`config.mk`:
```
export PLATFORM = sky130hd
export DESIGN_NAME = mem_port_arbiter
export DESIGN_NICKNAME = d
export VERILOG_FILES = /design/src/rtl/mem_port_arbiter.sv
export SDC_FILE = /design/constraint.sdc
export NUM_CORES = 1
export LEC_CHECK = 0
export ABC_AREA = 1
export CAP_MARGIN = 0
export CORE_AREA = 2 2 94 96
export CTS_BUF_LIST = sky130_fd_sc_hd__clkbuf_8 sky130_fd_sc_hd__clkbuf_16
export DETAILED_ROUTE_END_ITERATION = 7
export DIE_AREA = 0 0 96 98
export PLACE_DENSITY = 0.71
export REMOVE_ABC_BUFFERS = 1
export SLEW_MARGIN = 20
export SYNTH_ARGS = -nofsm -noshare
export SYNTH_HDL_FRONTEND = slang
export SYNTH_SLANG_ARGS = --single-unit
```
`constraint.sdc`:
```
create_clock -name clk -period 1.15 [get_ports clk]
set_input_delay 0.115 -clock clk [delete_from_list [all_inputs] [get_ports clk]]
set_output_delay 0.115 -clock clk [all_outputs]
set_load 0.01 [all_outputs]
```
`src/rtl/mem_port_arbiter.sv`:
```
// Arbitrates one single-port memory between the core data port, the fetch port and a boot loader.
// Core traffic is round-robin in RUN; a loader session stalls the core and drains reads around LOAD.
module mem_port_arbiter #(
  parameter int unsigned AW  = 14,
  parameter int unsigned DW  = 32,
  parameter int unsigned LAT = 1
) (
  input  logic          clk,
  input  logic          reset,
  input  logic          dm_req,
  input  logic          if_req,
  input  logic          ld_req,
  input  logic          dm_we,
  input  logic          ld_we,
  input  logic [AW-1:0] dm_addr,
  input  logic [AW-1:0] if_addr,
  input  logic [AW-1:0] ld_addr,
  input  logic [3:0]    dm_be,
  input  logic [3:0]    ld_be,
  input  logic [DW-1:0] dm_wdata,
  input  logic [DW-1:0] ld_wdata,
  output logic          dm_gnt,
  output logic          if_gnt,
  output logic          ld_gnt,
  output logic          dm_rvalid,
  output logic          if_rvalid,
  output logic          ld_rvalid,
  output logic [DW-1:0] rdata,
  input  logic          ld_session,
  output logic          ld_active,
  output logic          core_hold,
  output logic          mem_en,
  output logic          mem_we,
  output logic [AW-1:0] mem_addr,
  output logic [3:0]    mem_be,
  output logic [DW-1:0] mem_wdata,
  input  logic [DW-1:0] mem_rdata
);

  typedef enum logic [1:0] {RUN, DRAIN_IN, LOAD, DRAIN_OUT} state_e;
  typedef enum logic [1:0] {PORT_DM, PORT_IF, PORT_LD} port_e;

  state_e          state_q, state_d;
  logic            rr_q, rr_d;
  logic [LAT-1:0]  pv_q;
  port_e           pid_q [LAT];
  logic            push;
  port_e           push_id;
  logic            pipe_empty;

  assign pipe_empty = ~|pv_q;

  // Grant decode, memory command mux and state/pointer next-state
  always_comb begin
    dm_gnt    = 1'b0;
    if_gnt    = 1'b0;
    ld_gnt    = 1'b0;
    state_d   = state_q;
    rr_d      = rr_q;
    core_hold = 1'b1;
    ld_active = 1'b0;
    unique case (state_q)
      RUN: begin
        core_hold = 1'b0;
        if (dm_req && (!if_req || !rr_q)) begin
          dm_gnt = 1'b1;
        end else if (if_req) begin
          if_gnt = 1'b1;
        end
        if (dm_gnt) begin
          rr_d = 1'b1;
        end else if (if_gnt) begin
          rr_d = 1'b0;
        end
        if (ld_session) state_d = DRAIN_IN;
      end
      DRAIN_IN: begin
        if (!ld_session)     state_d = RUN;
        else if (pipe_empty) state_d = LOAD;
      end
      LOAD: begin
        ld_active = 1'b1;
        ld_gnt    = ld_req;
        if (!ld_session) state_d = DRAIN_OUT;
      end
      DRAIN_OUT: begin
        if (pipe_empty) state_d = RUN;
      end
      default: state_d = RUN;
    endcase
  end

  always_comb begin
    mem_en    = dm_gnt | if_gnt | ld_gnt;
    mem_we    = 1'b0;
    mem_addr  = if_addr;
    mem_be    = '0;
    mem_wdata = '0;
    push_id   = PORT_IF;
    if (dm_gnt) begin
      mem_we    = dm_we;
      mem_addr  = dm_addr;
      mem_be    = dm_be;
      mem_wdata = dm_wdata;
      push_id   = PORT_DM;
    end else if (ld_gnt) begin
      mem_we    = ld_we;
      mem_addr  = ld_addr;
      mem_be    = ld_be;
      mem_wdata = ld_wdata;
      push_id   = PORT_LD;
    end
    push = mem_en && !mem_we;
  end

  always_ff @(posedge clk or posedge reset) begin
    if (reset) begin
      state_q <= RUN;
      rr_q    <= 1'b0;
    end else begin
      state_q <= state_d;
      rr_q    <= rr_d;
    end
  end

  // Read tracker: stage 0 takes the granted read, stage LAT-1 is the response slot
  always_ff @(posedge clk or posedge reset) begin
    if (reset) begin
      pv_q <= '0;
      for (int unsigned i = 0; i < LAT; i++) pid_q[i] <= PORT_DM;
    end else begin
      pv_q[0]  <= push;
      pid_q[0] <= push_id;
      for (int unsigned i = 1; i < LAT; i++) begin
        pv_q[i]  <= pv_q[i-1];
        pid_q[i] <= pid_q[i-1];
      end
    end
  end

  assign dm_rvalid = pv_q[LAT-1] && (pid_q[LAT-1] == PORT_DM);
  assign if_rvalid = pv_q[LAT-1] && (pid_q[LAT-1] == PORT_IF);
  assign ld_rvalid = pv_q[LAT-1] && (pid_q[LAT-1] == PORT_LD);
  assign rdata     = mem_rdata;

endmodule

```
# Word level (Yosys, flattened, before mapping)
# Index checks and enable logic that the tools add are counted.
# word_totals
in_bits	154
wordCells	57
reg_bits	6
out_inout_bits	92
# classes
n_eq_ne	9
n_reduce_logical	14
n_bitwise	2
muxes	28
# op_table
op	n
two-way mux 32 bit	2
two-way mux 14 bit	2
two-way mux 1 bit	14
two-way mux 2 bit	7
two-way mux 4 bit	2
one-hot mux 2 bit (4 select lines)	1
equality test 2 bit, second input constant	3
inequality test 2 bit, second input constant	3
logical AND 1 bit	5
equality test 2 x 1 -> 1 bit, second input constant	2
zero test 2 bit	2
AND reduction 4 bit	1
zero test 1 bit	3
inequality test 3 bit, second input constant	1
bitwise OR 1 bit	2
AND reduction 2 bit	1
nonzero test 2 bit	1
logical OR 1 bit	1

# Depth between registers and ports, before layout
# Gate-level depths: netlist of run 1.
# depth
word_depth	9
depth_mapped	7
depth_no_buf	6

# Least setup slack after synthesis of run 1
# Ideal clock, no wire load.
# synth_path
path_type	reg-to-output
from	reg (tool-made name)
to	out mem_be[0]
arrival_ps	1133
path_stages_with_launch	8
required_ps	1035
n_path_buf	2
slack_ps	-98
cell_sequence	dfrtp_1 > buf_4 > nor2_4 > nand3_4 > clkinv_4 > buf_6 > nand2_1 > nand2_1
# synth_lines
element	line	rtl
to (decl)	35	output logic [3:0] mem_be,

# Worst setup path after layout of run 1
# layout_path
from	reg state_q[0]
to	out mem_wdata[15]
# layout_between
elab_chain_cells	4
elab_cells_between_ends	6
classes_between	1 x eq/ne; 4 x mux; 1 x reduce/logical
# layout_rtl
element	line	rtl
from (decl)	43	state_e state_q, state_d;
from (signal assigned)	121	state_q <= state_d;
equality test 2 bit	62	unique case (state_q)
two-way mux 1 bit	62	
two-way mux 32 bit	106	end else if (ld_gnt) begin
two-way mux 32 bit *	100	if (dm_gnt) begin
to (decl)	36	output logic [DW-1:0] mem_wdata,
# Mark *: on every way between the ends. The rest lies on a longest branch, timed or not.

==> results.cfg, run 1 <==
[status]
status = finished, violations left
violations = setup timing

[synthesis]
avgSynthCellArea_um2 = 5.18
synth_area_leaders = nand2_1 47%, buf_4 17%, dfrtp_1 10%, buf_6 6.1%, nand4_1 6.0%
synth_top_area_share = 0.474
yosys_warnings = 0
synth_top_cell_by_area = nand2_1
synth_cells = 283
ys_seq_area_frac = 0.102
ys_types = 20
ys_ff_latch = 6
netlist_area_mm2 = 0.00147

[floorplanning]
core_mm2 = 0.00847
die_y_um = 98
placementRows = 34
initial_core_util = 0.173
num_io_pins = 246
dieArea_mm2 = 0.00941
die_x_um = 96

[routing]
finalWirelength_mm = 9.25
drt.antenna.violating_nets = 0
vias = 2512
dr.first_iter.drc_count = 33
wire_per_inst_um = 16.1
drc = 0
routed_via_density = 4.38
firstDrtPassIters = 4

[worst_setup_path]
crit_path_max_incr_delay_ps = 440
reg2reg_from = state_q[0]$_DFFE_PP0P_
crit_slowest_cell = dfrtp_2
r2r_slack_ps = -240
path_delay_family = flip-flops
cpMostUsedCell = nand2_1
end_kind = output port
cp_max_fo = 11
start_kind = register
critPathLaunch = state_q[0]$_DFFE_PP0P_
worstPathCellList = nor2_4 -> nand3_4 -> clkinv_8 -> clkbuf_16 -> nand2_1 -> nand2_1 -> buf_2
criticalPathCategory = reg2out
worstPathArrival_ps = 1440
crit_buf_inv = 3
cp_data_required_time_ps = 1030

[clock_tree]
hold_buffers = 0
cts.clk_slew.worst_paths_ps = 30
cts_htree_levels = 1
clk_path_buf_depth = 2
root_buffer = clkbuf_8
clk_latency_ps = 220
cts_buffers = 3
clock-sinks = 6
cts_tree = done

[layout]
diodes = 0
final_nets = 621
areaGrowthSynthToFinish_pct = 155
drive_gt1_frac = 0.378
post-route-util = 0.441
final_cell_mix = 134 x nand2_1, 121 x clkdlybuf4s50_1, 44 x buf_2
layout_commonest_cell = nand2_1

[placed_design]
dp.final_hpwl_mm = 6.88
gp_congestion = 0.867
port_buffers = 181

[pwr]
totalPowerFinal_mw = 6.08
powerDensity_mw_per_mm2 = 1630
ir_drop_uv = 488
p_leak_nw = 1.93

[global_route]
grt_max_degree = 23
grt_pass1_vias = 2514
grt_pass1_wl_mm = 12.8
antenna_found_initial = 0
grt_overflow = 0
grtUsageTotal = 0.176

[flow_run]
maxCapViolations = 0

[sta]
setup_ws_ps = -405
rsz0062_at_grt = yes
max_freq_ghz = 0.643
final.setup_skew_ps = 1.02
post-route-min-period_ps = 1550
slew_violations = 0
setup_viol = 61
hold_viol = 0
hold_ws_ps = 122
setup-tns-final_ps = -21380
slew_headroom = 0.830
finalCritPeriodShare = 1.35
worst_slew_pin_slew_ps = 255

[hold_path]
min_path_type = in2async
## worst register-to-register path, stage by stage, from the launching register on
cell and delay (ps):
dfrtp_2 440, nor2_4 120, buf_4 120, buf_4 100, buf_4 110, nand4_1 80
nand2_1 90, buf_4 100, buf_4 90, nor2_2 30
## logic make-up (layout without fill, tap and decap cells)
group                  count (synthesis)  after routing  synth area share
AOI/OAI and AO/OA                      5              5            0.0179
buffers and inverters                 60            242             0.288
DFF                                    6              6             0.102
and+or+nand+nor                      212            212             0.592
## Yosys cell counts
| cell | number |
|---|---|
| a21oi_1 | 2 |
| buf_2 | 6 |
| buf_4 | 33 |
| buf_6 | 8 |
| clkbuf_1 | 1 |
| clkinv_4 | 1 |
| dfrtp_1 | 6 |
| inv_1 | 9 |
| inv_2 | 2 |
| nand2_1 | 185 |
| nand3_1 | 3 |
| nand3_2 | 1 |
| nand3_4 | 1 |
| nand4_1 | 14 |
| nor2_1 | 5 |
| nor2_4 | 1 |
| nor3_1 | 1 |
| nor3b_1 | 1 |
| o21ai_0 | 2 |
| o22ai_1 | 1 |
## routing by layer
metal,vias up,global-route usage,wire [µm]
met5,-,0.0500,41
met4,2,0.0297,73
met3,10,0.0910,1190
met2,175,0.283,4300
met1,1123,0.207,3650
li1,1202,-,-
## through the flow
| stage | cells | worst slack (ps) | cell area (µm²) |
|---|---|---|---|
| 3_3_place_gp | 547 | -740 | 3250 |
| 5_1_grt | 573 | -484 | 3730 |
| 2_1_floorplan | 235 | -542 | 1090 |
| 6_report | 573 | -405 | 3730 |
| 3_5_place_dp | 547 | -757 | 3250 |
| 4_1_cts | 559 | -527 | 3220 |
## where the power goes
part           internal, mW  leakage [nW]  switching, mW  total (mW)
registers             0.318        0.0701          0.104       0.422
clock network         0.224        0.0216         0.0806       0.305
logic                  2.82          1.84           2.53        5.35
total                  3.37          1.93           2.71        6.08
## layout make-up
class / instances / area (µm²)
repair buffers: 227 / 2200
well taps: 108 / 135
clock buffers: 3 / 41.3
inverters: 12 / 67.6
fillers: 870 / 4740
flip-flops and latches: 6 / 153
multi-input cells: 217 / 1130
## final timing paths
path / endpoint / depth (start not counted)
min: pv_q$_DFF_PP0_ / 2
max reg2reg: pv_q$_DFF_PP0_ / 9
max: mem_wdata[15] / 7
min in group clk: rdata[11] / 0
min reg2reg: rr_q$_DFFE_PP0P_ / 2
max in group asynchronous: state_q[0]$_DFFE_PP0P_ / 2
## repair_timing
item | in CTS | in global routing
cloned | 3 | 6
setup endpoints to repair | 63 | 64
gates resized for setup | 262 | 100
hold endpoints to repair | 0 | 0
buffers inserted | 6 | 9
pin swaps | 3 | 29
Note: power is estimated with default switching activity, not from simulation.
==> run 2, diff against run 1 <==
--- a/config.mk
+++ b/config.mk
@@ -11,7 +11,7 @@
 export CTS_BUF_LIST = sky130_fd_sc_hd__clkbuf_8 sky130_fd_sc_hd__clkbuf_16
 export DETAILED_ROUTE_END_ITERATION = 7
 export DIE_AREA = 0 0 96 98
-export PLACE_DENSITY = 0.71
+export DONT_BUFFER_PORTS = 1
 export REMOVE_ABC_BUFFERS = 1
 export SLEW_MARGIN = 20
 export SYNTH_ARGS = -nofsm -noshare
==> run 2 against run 1 <==
  * The flow still finishes with violations (setup timing)
  * Register-to-register slack better by 180 ps
  * Routed wire length is 23% lower
  * Die area stayed put
  * Design area is 51% lower
  * Clock power is 6.6% higher
  * Hold slack worse by 47 ps
  * Power is 33% lower
==> results.cfg, run 2 (synthesized netlist as in run 1, its figures left out) <==
[clock_tree]
cts.clk_slew.worst_paths_ps = 40
root_buffer = clkbuf_8
clk_latency_ps = 230
cts_tree = done
clk_path_buf_depth = 2
clock-sinks = 6
cts_buffers = 3
cts_htree_levels = 1

[pwr]
powerDensity_mw_per_mm2 = 2220
p_leak_nw = 0.933
totalPowerFinal_mw = 4.08
ir_drop_uv = 615

[sta]
hold_ws_ps = 74.4
setup_viol = 59
hold_viol = 0
rsz0062_at_grt = yes
max_freq_ghz = 0.690
setup_ws_ps = -299
worst_slew_pin_slew_ps = 260
slew_violations = 0
slew_headroom = 0.827
finalCritPeriodShare = 1.26
post-route-min-period_ps = 1450
final.setup_skew_ps = 4.47

[routing]
finalWirelength_mm = 7.15
dr.first_iter.drc_count = 66
vias = 1799
routed_via_density = 4.76
wire_per_inst_um = 18.9
firstDrtPassIters = 4
drt.antenna.violating_nets = 0
drc = 0

[worst_setup_path]
cp-endpoint = mem_addr[6]
cp_max_fo = 9
start_kind = register
cp_data_required_time_ps = 1030
reg2reg_from = state_q[0]$_DFFE_PP0P_
criticalPathCategory = reg2out
worstPathArrival_ps = 1330
r2r_cells = 8
critPathLaunch = state_q[0]$_DFFE_PP0P_
r2r_slack_ps = -60
r2r-end = pv_q$_DFF_PP0_
end_kind = output port

[status]
violations = setup timing
status = finished, violations left

[global_route]
grt_overflow = 0
grt_max_degree = 35
grt_pass1_vias = 1594
antenna_found_initial = 0
grt_pass1_wl_mm = 8.72
grtUsageTotal = 0.126

[layout]
final_nets = 426
areaGrowthSynthToFinish_pct = 25.4
finalInstanceArea_mm2 = 0.00184
diodes = 0
layout_commonest_cell = nand2_1
drive_gt1_frac = 0.381
post-route-util = 0.217
final_cell_mix = 129 x nand2_1, 56 x nand2_2, 15 x buf_6
fill_cells = 953

[floorplanning]
num_io_pins = 246
die_y_um = 98
core_mm2 = 0.00847
initial_core_util = 0.173
die_x_um = 96
placementRows = 34
dieArea_mm2 = 0.00941

[flow_run]
maxCapViolations = 0

[hold_path]
whs_path_depth = 3
min_path_type = in2reg
hold_start = dm_req

[placed_design]
dp.final_hpwl_mm = 5.30
gp_congestion = 0.874
dp_slack_ps = -79.2
dpl_cell_area_mm2 = 0.00140
port_buffers = 0
run 2: cell count changes in the layout (fill, tap and decap cells not counted), sizes merged:
cell and delta:
buf -73, clkbuf -3, clkdlybuf4s50 -121, dlygate4sd3 +2
run 2: metrics by stage:
step / instances / setup TNS [ps]
floorplan: 235 / -25570
global placement: 363 / -831
finish: 378 / -15220
detailed placement: 363 / -2390
CTS: 373 / -14340
global route: 378 / -18880
run 2: timing repair:
action,in CTS,in global routing
setup buffers,5,2
hold buffers,2,0
pin swaps,4,2
hold endpoints to repair,7,0
gates cloned,1,3
endpoints found under the setup margin,59,61
resized for setup,72,13
run 2: power by group:
group / internal, mW / switching (mW) / total [mW]
sequential: 0.318 / 0.125 / 0.443
clock: 0.226 / 0.0997 / 0.325
combinational: 1.34 / 1.97 / 3.32
total: 1.89 / 2.20 / 4.08
run 2: cell type report:
| cell class | count | area, µm² | share of cell area |
|---|---|---|---|
| tap | 108 | 135 | 0.0735 |
| timing repair buffer | 32 | 382 | 0.208 |
| clock buffer | 3 | 41.3 | 0.0225 |
| inverter | 12 | 62.6 | 0.0340 |
| sequential | 6 | 153 | 0.0830 |
| multi-input combinational | 217 | 1060 | 0.579 |
run 2: worst max-delay path: stages, from the launching register on:
cell	delay [ps]
dfrtp_2	440
nor2_4	140
nand3_4	120
clkinv_8	100
buf_6	130
nand2_1	80
nand2_2	90
run 2: routing by layer:
layer / routed length, µm / part of all wire / up-vias / global-route usage
met5: 66 / 0.0092 / - / 0.0556
met4: 170 / 0.024 / 2 / 0.0220
li1: - / - / 810 / -
met2: 3260 / 0.46 / 180 / 0.215
met1: 2500 / 0.35 / 790 / 0.127
met3: 1150 / 0.16 / 17 / 0.0802
run 2: how the worst min path moves through the flow:
stage	to	slack [ps]
2_1_floorplan	async pin	-90
5_1_grt	rr_q$_DFFE_PP0P_	100
4_1_cts	rr_q$_DFFE_PP0P_	60
6_report	rr_q$_DFFE_PP0P_	70
3_3_place_gp	pv_q$_DFF_PP0_	-60
3_5_place_dp	pv_q$_DFF_PP0_	-60
